**src/rtl/well_pixel_pipe.sv**
```systemverilog
// Tetris well renderer feeding vgac d_in: border plus board cells drawn from a
// frame-synchronous shadow copy of the board, two-cycle address-to-pixel latency.
module well_pixel_pipe #(
  parameter int          WELL_X0    = 15,
  parameter int          WELL_Y0    = 4,
  parameter int          COLS       = 10,
  parameter int          ROWS       = 20,
  parameter logic [11:0] BORDER_RGB = 12'h00F
) (
  input  logic                     vga_clk,
  input  logic                     clrn,
  input  logic [8:0]               row_addr,
  input  logic [9:0]               col_addr,
  input  logic                     rdn,
  input  logic [2*COLS*ROWS-1:0]   board_in,
  input  logic                     upd_req,
  output logic                     upd_ack,
  output logic [11:0]              pix_out,
  output logic                     pix_valid,
  output logic [7:0]               frame_cnt
);

  localparam int NCELL = COLS * ROWS;
  localparam int CW    = $clog2(NCELL);

  localparam logic [9:0] XL = 10'(WELL_X0);
  localparam logic [9:0] XR = 10'(WELL_X0 + COLS + 1);
  localparam logic [9:0] YT = 10'(WELL_Y0);
  localparam logic [9:0] YB = 10'(WELL_Y0 + ROWS + 1);

  typedef enum logic {UPD_IDLE, UPD_PEND} upd_state_t;

  upd_state_t upd_state;
  logic [1:0] shadow      [NCELL];
  logic [1:0] board_cells [NCELL];

  logic [4:0] s1_ty;
  logic [5:0] s1_tx;
  logic       s1_edge;
  logic       s1_vis;

  logic       frame_end;
  logic [9:0] tx10, ty10, r10, c10, cell10;
  logic       on_border, interior;
  logic [1:0] code;
  logic [11:0] pix_d;

  // Cell code MSB sits at the lower bit index of each pair.
  for (genvar g = 0; g < NCELL; g++) begin : g_cells
    assign board_cells[g] = {board_in[2*g], board_in[2*g+1]};
  end

  always_comb begin
    frame_end = !rdn && (row_addr == 9'd479) && (col_addr == 10'd639);
  end

  always_ff @(posedge vga_clk or negedge clrn) begin
    if (!clrn) begin
      s1_ty   <= '0;
      s1_tx   <= '0;
      s1_edge <= 1'b0;
      s1_vis  <= 1'b0;
    end else begin
      s1_ty   <= row_addr[8:4];
      s1_tx   <= col_addr[9:4];
      s1_edge <= (row_addr[3:0] == 4'h0) || (row_addr[3:0] == 4'hF) ||
                 (col_addr[3:0] == 4'h0) || (col_addr[3:0] == 4'hF);
      s1_vis  <= ~rdn;
    end
  end

  always_comb begin
    tx10      = 10'(s1_tx);
    ty10      = 10'(s1_ty);
    on_border = ((tx10 == XL || tx10 == XR) && ty10 >= YT && ty10 <= YB) ||
                ((ty10 == YT || ty10 == YB) && tx10 >= XL && tx10 <= XR);
    interior  = (tx10 > XL) && (tx10 < XR) && (ty10 > YT) && (ty10 < YB);
    // Row 0 of the board is the bottom row, just above the lower border.
    r10       = YB - 10'd1 - ty10;
    c10       = tx10 - XL - 10'd1;
    cell10    = interior ? (r10 * 10'(COLS) + c10) : '0;
    code      = shadow[cell10[CW-1:0]];
    pix_d     = '0;
    if (s1_vis) begin
      if (on_border) begin
        pix_d = s1_edge ? 12'h000 : BORDER_RGB;
      end else if (interior && !s1_edge) begin
        case (code)
          2'b01:   pix_d = 12'h00F;
          2'b10:   pix_d = 12'h0F0;
          2'b11:   pix_d = 12'hF00;
          default: pix_d = 12'h000;
        endcase
      end
    end
  end

  always_ff @(posedge vga_clk or negedge clrn) begin
    if (!clrn) begin
      pix_out   <= '0;
      pix_valid <= 1'b0;
    end else begin
      pix_out   <= pix_d;
      pix_valid <= s1_vis;
    end
  end

  // A request seen only on the frame-end cycle becomes pending and waits a frame.
  always_ff @(posedge vga_clk or negedge clrn) begin
    if (!clrn) begin
      upd_state <= UPD_IDLE;
      upd_ack   <= 1'b0;
      frame_cnt <= '0;
      shadow    <= '{default: '0};
    end else begin
      upd_ack <= 1'b0;
      if (frame_end) begin
        frame_cnt <= frame_cnt + 8'd1;
        if (upd_state == UPD_PEND) begin
          if (upd_req) begin
            shadow  <= board_cells;
            upd_ack <= 1'b1;
          end
          upd_state <= UPD_IDLE;
        end else if (upd_req && !upd_ack) begin
          upd_state <= UPD_PEND;
        end
      end else if (upd_state == UPD_IDLE && upd_req && !upd_ack) begin
        upd_state <= UPD_PEND;
      end
    end
  end

endmodule

```
**config.mk**
```make
export PLATFORM = sky130hd
export DESIGN_NAME = well_pixel_pipe
export DESIGN_NICKNAME = d
export VERILOG_FILES = /design/src/rtl/well_pixel_pipe.sv
export SDC_FILE = /design/constraint.sdc
export NUM_CORES = 1
export LEC_CHECK = 0
export BUFFER_PORTS_ARGS = -buffer_cell sky130_fd_sc_hd__buf_2
export CAP_MARGIN = 25
export CORE_ASPECT_RATIO = 1.25
export CORE_MARGIN = 3
export CORE_UTILIZATION = 30
export CTS_CLUSTER_SIZE = 20
export DETAILED_ROUTE_END_ITERATION = 12
export HOLD_SLACK_MARGIN = 0.1
export SETUP_SLACK_MARGIN = 0.5
export SLEW_MARGIN = 20
export SYNTH_ARGS = -nofsm -noshare
export SYNTH_HDL_FRONTEND = slang
export SYNTH_SLANG_ARGS = --single-unit
```
**constraint.sdc**
```tcl
create_clock -name vga_clk -period 15.75 [get_ports vga_clk]
set_input_delay 3.9375 -clock vga_clk [delete_from_list [all_inputs] [get_ports vga_clk]]
set_output_delay 3.9375 -clock vga_clk [all_outputs]
set_load 0.01 [all_outputs]
```
==> flow_summary.ini <==
[drt]
post_drt_wl_per_cell_um = 20.94
route.met2.wl_um = 38960
m1WireLength_um = 33620
detailedRoute.firstPassIterationCount = 5
first_iter_violations = 1465
wl_met3_um = 4911
routed_wl_um = 80470
number_of_remaining_drc_errors = 0
route.antenna.remaining_nets = 0
route.vias.total = 18939
drt-vias-per-instance = 4.928
topRoutingLayerUsed = met5

[finish]
layout-drive-gt1-share_pct = 22.09
fillers = 7387
areaGrowthSynthToFinish_pct = 22.14
finalNetCount = 3315

[power_and_ir_drop]
power_switching_uw = 781.6
power.density_cell_area_nw_per_um2 = 105.8
fraction_of_power_spent_switching_nets_pct = 28.49
ir_drop_mv = 0.07647
cellLeakagePower_uw = 0.01392
internal-power_uw = 1962
power_uw = 2744
share_seq_of_total_power_pct = 40.3
power.share.combinational_pct = 16.0
clk_network_pwr_share_pct = 43.6

[critical_path]
worstSetupPathType = flop to flop
path_max_fanout = 43
critPathArrivalTime_ns = 7.70
worstRegToRegCells = 17
worstPathCellList = inv_1 -> buf_4 -> ha_1 -> ha_1 -> nor2_1 -> fa_4 -> nand2b_1 -> a211oi_1 -> nand2_2 -> buf_4 -> o21ai_0 -> a21oi_1 -> a31oi_1 -> a21oi_1 -> o311a_1 -> o32ai_2 -> o211a_1
cp_slowest_stage_delay_ns = 1.32
reg2reg_from = s1_tx[0]
cp-start-kind = flop
reg2reg_to = pix_out[3]
crit_slowest_cell = fa_4
setup.worst_path.end_class = flop
rrSetupSlack_ns = 8.54
worstPathRequired_ns = 16.23

[clock_tree]
cts_hold_repair.buffers = 0
count_of_h_tree_levels_built_during_cts = 2
clk_transition_reported_paths_ns = 0.06
cts_inserted_buffers = 48
clock_latency_late_sink_ns = 0.60
buffer_cell_driving_the_clock_tree_root = clkbuf_16
post_cts.repair.setup_buffers = 0
tritoncts_num_sinks = 427
post_cts_resize_count = 0
tritoncts = yes
cts_max_path_buffers = 3

[sta]
timing.final.crit_period_ns = 7.215
rsz0062_at_grt = no
fmax_mhz = 138.6
maxSlewHeadroom_pct = 25.22
tightest_slew_ns = 1.122
timing_hold_violations_final = 0
clock_skew_ns = 0.03846
final_max_slew_viol_count = 0
setup_total_negative_slack_ns = 0
period_share_pct = 45.81
finalSetupViolCount = 0

[floorplan]
die-height_um = 303.4
floorplan.io_pins = 445
die_w_um = 244.0
design.core.area_um2 = 69730
initial_core_util_pct = 30.45
rows = 108
fp.dieArea_um2 = 74020

[synth]
postSynthNetCount = 2943
synthFlopType = dfrtp_1
number_of_library_cell_types_mapped_by_synthesis = 100
synthesis.instances = 2496
ys_seq_area_share_pct = 50.32
yosys_warnings = 0
synth.cell_area_um2 = 21230
ys_async_sr_fraction_pct = 100.0
synth-edff-count = 0
yosys_register_bits = 427
post_synth.cell_area_avg_um2 = 8.507

[global_route]
grtUsageTotal_pct = 21.07
antenna_violations_before_repair = 12
pin_count_of_the_biggest_net_entering_global_routing = 224
grt-ovfl-total = 0
vias_in_the_first_global_route = 18771
grt_pass1_wl_um = 116900

[worst_hold_path]
holdPathStages = 0
holdCritStartpoint = s1_vis
hold_path.class = flop to flop
min_delay_worst_endpoint = pix_valid

[place]
buffer_ports.inserted = 444
place_hpwl_um = 56840
place.gp.congestion = 0.8394

[status]
outcome = completed

[flow_run]
maxCapViolations = 0
-- Yosys cell counts, types with 6 or more instances --
cell type | instances | share of area (%)
o211ai_1 | 10 | 0.35
a21oi_1 | 28 | 0.66
o22ai_1 | 13 | 0.38
mux2i_1 | 70 | 3.3
nand4_1 | 11 | 0.32
buf_4 | 10 | 0.35
nor2_1 | 40 | 0.71
dfrtp_1 | 427 | 50
o221ai_1 | 12 | 0.49
nor4_1 | 8 | 0.24
a211oi_1 | 23 | 0.81
clkbuf_8 | 6 | 0.39
clkbuf_1 | 104 | 1.8
nor3_1 | 17 | 0.40
and3_1 | 10 | 0.29
buf_2 | 20 | 0.47
mux4_2 | 11 | 1.2
mux2_2 | 18 | 0.95
o2111ai_1 | 11 | 0.45
inv_1 | 38 | 0.67
xnor2_1 | 18 | 0.74
a31oi_1 | 13 | 0.38
o21ai_0 | 54 | 1.3
ha_1 | 22 | 1.3
nand2_1 | 1272 | 22
xor2_1 | 11 | 0.45
buf_6 | 13 | 0.69
a311oi_1 | 8 | 0.33
or3_1 | 6 | 0.18
buf_1 | 13 | 0.23
nand3_1 | 49 | 1.2
-- metrics by stage --
stage               utilization [%]  instances  setup slack, ns  instance area [um^2]  hold WS (ns)
CTS                           37.15       3840            8.562                 25900        0.3739
global placement              34.71       3751            7.956                 24200        0.3523
finish                        37.19       3843            8.535                 25930        0.3717
detailed placement            34.73       3752            7.955                 24220        0.3582
global route                  37.19       3842            8.286                 25930        0.3926
floorplan                         -       2496            10.16                 21230        0.3465
-- layout make-up --
type,instances,area (um^2),area share [%]
timing repair buffer,488,2620,10.10
clock inverter,20,262.8,1.013
clock buffer,68,1419,5.471
multi-input combinational,1865,9625,37.12
inverter,38,142.6,0.5500
tap,935,1170,4.511
antenna,2,5.005,0.01930
sequential,427,10690,41.22
-- how the worst max path moves through the flow --
stage                      startpoint           to  slack, ns  cells past startpoint
after global routing         s1_tx[0]   pix_out[3]       8.29                     17
after floorplan           col_addr[5]  shadow[100]      10.16                      9
final                        s1_tx[0]   pix_out[3]       8.54                     17
after detailed placement  row_addr[6]  shadow[265]       7.96                      8
after global placement    col_addr[5]  shadow[265]       7.96                      8
after CTS                    s1_tx[0]   pix_out[3]       8.56                     17
-- logic make-up (layout without fill, tap and decap cells) --
logic type	after synthesis	count (layout)	share of synthesized area, %
mux	101	101	5.598
other cells	0	2	0
compound gates	257	257	9.128
buf+inv	204	614	4.644
fa+ha+maj	24	24	1.485
xor+xnor	29	29	1.196
simple gates	1454	1454	27.63
flops	427	427	50.32
-- state kept, by name (all words and copies together) (netlist names) --
register	count
s1_ty	5
s1_vis	1
frame_cnt	8
upd_ack	1
s1_tx	6
pix_out	3
s1_edge	1
pix_valid	1
upd_state	1
shadow	400
-- placed cells by master, fill, tap and decap left out, types with 11 or more instances in the layout --
cell type  count
a31oi_1       13
mux2i_1       70
ha_1          22
o22ai_1       13
a21oi_1       28
mux2_2        18
o21ai_0       54
o2111ai_1     11
dfrtp_1      426
inv_1         38
buf_2        443
buf_4         40
a211oi_1      23
nand3_1       48
xnor2_1       18
clkbuf_16     50
o221ai_1      12
mux4_2        11
nand2_1     1271
nor2_1        38
nand4_1       11
nor3_1        16
-- worst max-delay path, delay by kind of cell (launching register included) --
kind                       cells  cell delay (ns)
AOI/OAI and AO/OA              8             2.59
adders and majority gates      3             1.99
DFF                            1             0.90
buffers and inverters          3             0.80
and+or+nand+nor                3             0.71
-- power groups by stage --
stage / Clock, uW / Sequential [uW] / Combinational (uW)
2_1_floorplan: 0 / 1120 / 209
3_3_place_gp: 0 / 1130 / 440
3_5_place_dp: 0 / 1130 / 441
4_1_cts: 1230 / 1110 / 443
5_1_grt: 1270 / 1110 / 470
6_report: 1200 / 1110 / 440
-- routing by layer --
layer / GRT usage, % / vias up
met2: 35.71 / 614
met1: 26.78 / 9228
li1: - / 8944
met3: 4.089 / 147
met5: 0 / -
met4: 7.767 / 6
(Power assumes the default switching activity.)
